File: config.mk
export PLATFORM = sky130hd
export DESIGN_NAME = lsu_ctrl
export DESIGN_NICKNAME = d
export VERILOG_FILES = /design/src/rtl/lsu_ctrl.sv
export SDC_FILE = /design/constraint.sdc
export NUM_CORES = 1
export LEC_CHECK = 0
export ABC_AREA = 1
export CORE_UTILIZATION = 48
export DETAILED_ROUTE_END_ITERATION = 8
export GPL_TIMING_DRIVEN = 0
export PLACE_DENSITY_LB_ADDON = 0.15
export SYNTH_ARGS = -nofsm -noshare
export SYNTH_HDL_FRONTEND = slang
export SYNTH_SLANG_ARGS = --single-unit
File: constraint.sdc
create_clock -name clk -period 4.49 [get_ports clk]
set_input_delay 0.898 -clock clk [delete_from_list [all_inputs] [get_ports clk]]
set_output_delay 0.898 -clock clk [all_outputs]
set_load 0.005 [all_outputs]
File: src/rtl/lsu_ctrl.sv
// lsu_ctrl: sequences CPU byte/half/word loads and stores onto a word-wide data memory.
// Define LSU_ERR_CHK_EN to enable alignment and range checking with rsp_err reporting.
module lsu_ctrl #(
    parameter int ADDR_W   = 14,
    parameter int DM_BYTES = 12288
) (
    input  logic              clk,
    input  logic              rst_n,
    input  logic              req_valid,
    output logic              req_ready,
    input  logic              req_we,
    input  logic [1:0]        req_size,
    input  logic              req_sign,
    input  logic [ADDR_W-1:0] req_addr,
    input  logic [31:0]       req_wdata,
    output logic              rsp_valid,
    output logic [31:0]       rsp_rdata,
    output logic              rsp_err,
    output logic [ADDR_W-1:0] dm_addr,
    output logic [31:0]       dm_din,
    output logic              dm_we,
    input  logic [31:0]       dm_dout
);

    // state     | meaning
    // ST_IDLE   | ready for a request
    // ST_LOAD   | read word, extract and extend the addressed lane
    // ST_RMW_RD | read word into the merge register for a sub-word store
    // ST_WRITE  | single-cycle data-memory write
    // ST_RESP   | one-cycle response pulse
    typedef enum logic [2:0] {
        ST_IDLE,
        ST_LOAD,
        ST_RMW_RD,
        ST_WRITE,
        ST_RESP
    } state_t;

    state_t            state_q;
    logic [ADDR_W-1:0] addr_q;
    logic [1:0]        size_q;
    logic              sign_q;
    logic [31:0]       wdata_q;
    logic [31:0]       merge_q;
    logic              rsp_valid_q;
    logic [31:0]       rsp_rdata_q;
    logic              rsp_err_q;

    logic              req_err;
    logic [7:0]        ld_byte;
    logic [15:0]       ld_half;
    logic [31:0]       load_d;
    logic [31:0]       din_d;

`ifdef LSU_ERR_CHK_EN
    localparam logic [ADDR_W:0] DM_LIMIT = (ADDR_W+1)'(DM_BYTES);
    logic [ADDR_W:0] req_word_last;

    assign req_word_last = {1'b0, req_addr[ADDR_W-1:2], 2'b11};

    always_comb begin
        req_err = (req_word_last >= DM_LIMIT);
        case (req_size)
            2'b01:   if (req_addr[0]) req_err = 1'b1;
            2'b10:   if (req_addr[1:0] != 2'b00) req_err = 1'b1;
            2'b11:   req_err = 1'b1;
            default: ;
        endcase
    end
`else
    assign req_err = 1'b0;
`endif

    // Without checking, size 11 falls into the word paths and half lanes use addr[1] only.
    always_comb begin
        ld_byte = dm_dout[{addr_q[1:0], 3'b000} +: 8];
        ld_half = dm_dout[{addr_q[1], 4'b0000} +: 16];
        case (size_q)
            2'b00:   load_d = {{24{sign_q & ld_byte[7]}}, ld_byte};
            2'b01:   load_d = {{16{sign_q & ld_half[15]}}, ld_half};
            default: load_d = dm_dout;
        endcase
    end

    always_comb begin
        din_d = merge_q;
        case (size_q)
            2'b00:   din_d[{addr_q[1:0], 3'b000} +: 8] = wdata_q[7:0];
            2'b01:   din_d[{addr_q[1], 4'b0000} +: 16] = wdata_q[15:0];
            default: din_d = wdata_q;
        endcase
    end

    always_ff @(posedge clk) begin
        if (!rst_n) begin
            state_q     <= ST_IDLE;
            rsp_valid_q <= 1'b0;
            rsp_rdata_q <= 32'h0;
            rsp_err_q   <= 1'b0;
            merge_q     <= 32'h0;
        end else begin
            rsp_valid_q <= 1'b0;
            case (state_q)
                ST_IDLE: begin
                    if (req_valid) begin
                        addr_q  <= req_addr;
                        size_q  <= req_size;
                        sign_q  <= req_sign;
                        wdata_q <= req_wdata;
                        if (req_err) begin
                            state_q     <= ST_RESP;
                            rsp_valid_q <= 1'b1;
                            rsp_rdata_q <= 32'h0;
                            rsp_err_q   <= 1'b1;
                        end else if (!req_we) begin
                            state_q <= ST_LOAD;
                        end else if (req_size[1]) begin
                            state_q <= ST_WRITE;
                        end else begin
                            state_q <= ST_RMW_RD;
                        end
                    end
                end
                ST_LOAD: begin
                    state_q     <= ST_RESP;
                    rsp_valid_q <= 1'b1;
                    rsp_rdata_q <= load_d;
                    rsp_err_q   <= 1'b0;
                end
                ST_RMW_RD: begin
                    state_q <= ST_WRITE;
                    merge_q <= dm_dout;
                end
                ST_WRITE: begin
                    state_q     <= ST_RESP;
                    rsp_valid_q <= 1'b1;
                    rsp_rdata_q <= 32'h0;
                    rsp_err_q   <= 1'b0;
                end
                ST_RESP: begin
                    state_q     <= ST_IDLE;
                    rsp_rdata_q <= 32'h0;
                    rsp_err_q   <= 1'b0;
                end
                default: state_q <= ST_IDLE;
            endcase
        end
    end

    assign req_ready = (state_q == ST_IDLE);
    assign rsp_valid = rsp_valid_q;
    assign rsp_rdata = rsp_rdata_q;
    assign rsp_err   = rsp_err_q;
    assign dm_addr   = {addr_q[ADDR_W-1:2], 2'b00};
    assign dm_din    = din_d;
    // Gated by rst_n so a reset landing on the WRITE cycle suppresses the write.
    assign dm_we     = rst_n && (state_q == ST_WRITE);

endmodule

==> run_results.csv <==
group,metric,value,unit
run_status,status,"finished, final reports clean",
synth,syn_inst,661,
cells_and_area,final_cells,1002,
timing,rsz0062_at_grt,"false",
worst_setup_path,cp.arrival,3.40,ns
grt,grtUsageTotal,31.7,%
worst_setup_path,critPathRequiredTime,3.59,ns
synth,synthTopCellsByArea,"edfxtp_1, dfxtp_1, nand2_1",
synth,synth-seq-area-share,50.4,%
worst_setup_path,start_kind,"flop",
cells_and_area,final_nets,936,
timing,setup_viol,0,
cts,clkLatencyLatePin,0.42,ns
grt,grt_pass1_wl,28000,um
cts,postCtsSetupBuffers,0,
place,dp_hpwl,14300,um
floorplanning,rows,39,
cells_and_area,postLayoutCellArea,8060,um2
floorplanning,die_w,110,um
synth,synth_fa_ha_area_share,1.11,%
cts,cts_made_buffers,17,
worst_hold_path,hp-class,"flop to flop",
worst_setup_path,critical_path_class,"flop to primary output",
timing,relSlewSlack,35.8,%
synth,yosys.area_share.simple,20.4,%
cts,ctsResizeCount,0,
worst_setup_path,ff2ff_setup_slack,2.67,ns
synth,synth-seq-cells,117,
worst_setup_path,reg2reg_depth,10,
grt,antenna_found_initial,0,
cts,cts_tree,"built",
detailed_routing,drt_pre_antenna_iters,7,
synth,synthArstFlopShare,0,%
worst_setup_path,rr_startpoint,"addr_q[1]$_DFFE_PP_",
power,peakVddDrop,0.309,mV
timing,finalCritPeriodShare,95.7,%
place,gp_congestion,0.907,
timing,whs,0.464,ns
timing,finalClockSkew,0.00530,ns
grt,grt_pass1_vias,5445,
cells_and_area,area_growth,43.3,%
timing,hold_violations,0,
timing,max_freq,233,MHz
grt,grt_max_degree,38,
cts,clock_path_buffers,2,
synth,syn-mean-instance-area,8.51,um2
synth,synth_commonest_cells,"nand2_1, dfxtp_1, inv_1, o21ai_0, a21oi_1",
power,leakagePower,3.05,nW
place,postPlaceCellArea,7470,um2
detailed_routing,drc_errors,0,
synth,synth_cell_types,39,
synth,synth-edff-count,49,
detailed_routing,route.vias.total,5667,
floorplanning,dieArea,12200,um2
worst_setup_path,worst_setup_path_end_kind,"primary output",
worst_hold_path,hold_depth,2,
synth,yosysMostFrequentCell,"nand2_1",
place,place_inst,970,
cts,cts_root_buf,"clkbuf_16",
synth,synthMuxAreaShare,0,%
cts,hold_buffers,0,
synth,synth-compound-area-share,18.5,%
cts,clkTransAtPathRegs,0.06,ns
synth,synth-main-ff-cell,"dfxtp_1",
worst_hold_path,holdPathEnd,"rsp_rdata[8]$_SDFFE_PN0P_",
cells_and_area,fillCellCount,932,
power,power_density,392,nW/um2
floorplanning,die_y,110,um
timing,tightest_slew,0.953,ns
floorplanning,pin_count,167,
cts,cts.sinks,117,
place,numPortBuffers,163,
flow_run,drv_cap,0,
synth,synth.top_cell.area_share,26.2,%
synth,yosys_warnings,0,
detailed_routing,vias_per_cell,5.66,
cts,cts.htree.levels,4,
worst_setup_path,r2r-end,"rsp_rdata[30]$_SDFFE_PN0P_",
detailed_routing,final_antenna_net_count,0,
detailed_routing,drtIter0Drc,517,
cells_and_area,antenna_cells,0,
worst_setup_path,cp_max_fo,10,
grt,grt_overflow,0,
floorplanning,core_area,11400,um2
synth,synth_area,5630,um2
synth,synth_top_family_by_area,"simple AND/OR/NAND/NOR gates",
floorplanning,start_util,49.3,%
detailed_routing,drt-total-wl,18900,um
synth,yosys.area.top_type,"edfxtp_1",
timing,period_minus_slack,4.30,ns
timing,finalMaxSlewViolations,0,
cells_and_area,drive_gt1_share,12.1,%
synth,synthXorXnorAreaFrac,0,%
worst_hold_path,hp-start,"rsp_rdata[8]$_SDFFE_PN0P_",
detailed_routing,wl_per_cell,18.9,um
[worst max-delay path, cell delays in order, from the launching register on]
cell and delay [ns]:
edfxtp_1 0.54, buf_2 0.31, inv_1 0.14, ha_1 0.25, inv_1 0.17, nor4_1 0.06
o21ai_0 0.75, o21ai_0 0.25, clkdlybuf4s50_1 0.50
[registers in the layout, summed over array words and instances, names as in the netlist]
register   flops
state_q        3
merge_q       32
rsp_rdata     32
wdata_q       32
sign_q         1
rsp_valid      1
addr_q        14
size_q         2
[cells by family (layout without fill, tap and decap cells)]
kind of cell             after synthesis  in the layout
AO/OA/AOI/OAI                        173            173
adder cells (fa/ha/maj)                5              5
buffers and inverters                114            310
flip-flops                           117            117
other                                  1              3
AND/OR/NAND/NOR                      251            251
[cells in the final DEF, fill, tap and decap left out, types with 5 or more instances in the layout]
| cell | count |
|---|---|
| nor2_1 | 16 |
| dfxtp_1 | 68 |
| nand2_1 | 161 |
| edfxtp_1 | 49 |
| a21oi_1 | 54 |
| clkbuf_1 | 23 |
| clkdlybuf4s50_1 | 163 |
| or2_2 | 16 |
| o221ai_1 | 11 |
| o2111ai_1 | 15 |
| nand3_2 | 10 |
| a21oi_2 | 10 |
| clkinv_1 | 6 |
| nand3_1 | 36 |
| o22ai_1 | 15 |
| o21ai_0 | 58 |
| buf_2 | 9 |
| o211ai_1 | 5 |
| ha_1 | 5 |
| inv_1 | 59 |
| buf_4 | 16 |
| clkbuf_16 | 17 |
[per-layer routing]
layer  vias to the layer above  track usage [%]  wire (um)
met3                        56             9.05       1820
li1                       2617                -          -
met1                      2666             39.5       7690
met2                       328             51.7       8970
met4                         0             12.9        471
met5                         -                0          0
[cell type report]
cell class	instances	area [um2]	area share, %
flip-flops and latches	117	2830	35.1
multi-input cells	432	2270	28.2
repair buffers	164	1650	20.5
clock buffers	20	457	5.67
plain buffers	51	298	3.69
inverters	63	239	2.96
well taps	143	179	2.22
clock inverters	12	134	1.66
[per-stage QoR]
| step | worst slack, ns | setup TNS (ns) | total power, mW | util (%) |
|---|---|---|---|---|
| 2_1_floorplan | 0.727 | 0 | 1.51 | - |
| 3_3_place_gp | -0.987 | -47.99 | 1.78 | 65.2 |
| 3_5_place_dp | 0.739 | 0 | 1.80 | 65.4 |
| 4_1_cts | 0.289 | 0 | 3.15 | 70.6 |
| 5_1_grt | 0.00233 | 0 | 3.26 | 70.6 |
| 6_report | 0.192 | 0 | 3.16 | 70.6 |
[power breakdown]
| group | internal, mW | switching, mW |
|---|---|---|
| clock network | 0.889 | 0.482 |
| logic | 0.264 | 0.287 |
| registers | 1.19 | 0.0442 |
[worst max path at each step]
stage	start	end	slack, ns	cells after the start
floorplan	rst_n	addr_q[0]$_DFFE_PP_	0.73	4
global placement	rst_n	wdata_q[2]$_DFFE_PP_	-0.99	5
detailed placement	addr_q[0]$_DFFE_PP_	dm_din[25]	0.74	10
CTS	addr_q[0]$_DFFE_PP_	dm_din[25]	0.29	10
global route	addr_q[0]$_DFFE_PP_	dm_din[25]	0.002	10
finish	addr_q[0]$_DFFE_PP_	dm_din[7]	0.19	8
Note: power is estimated with default switching activity, not from simulation.
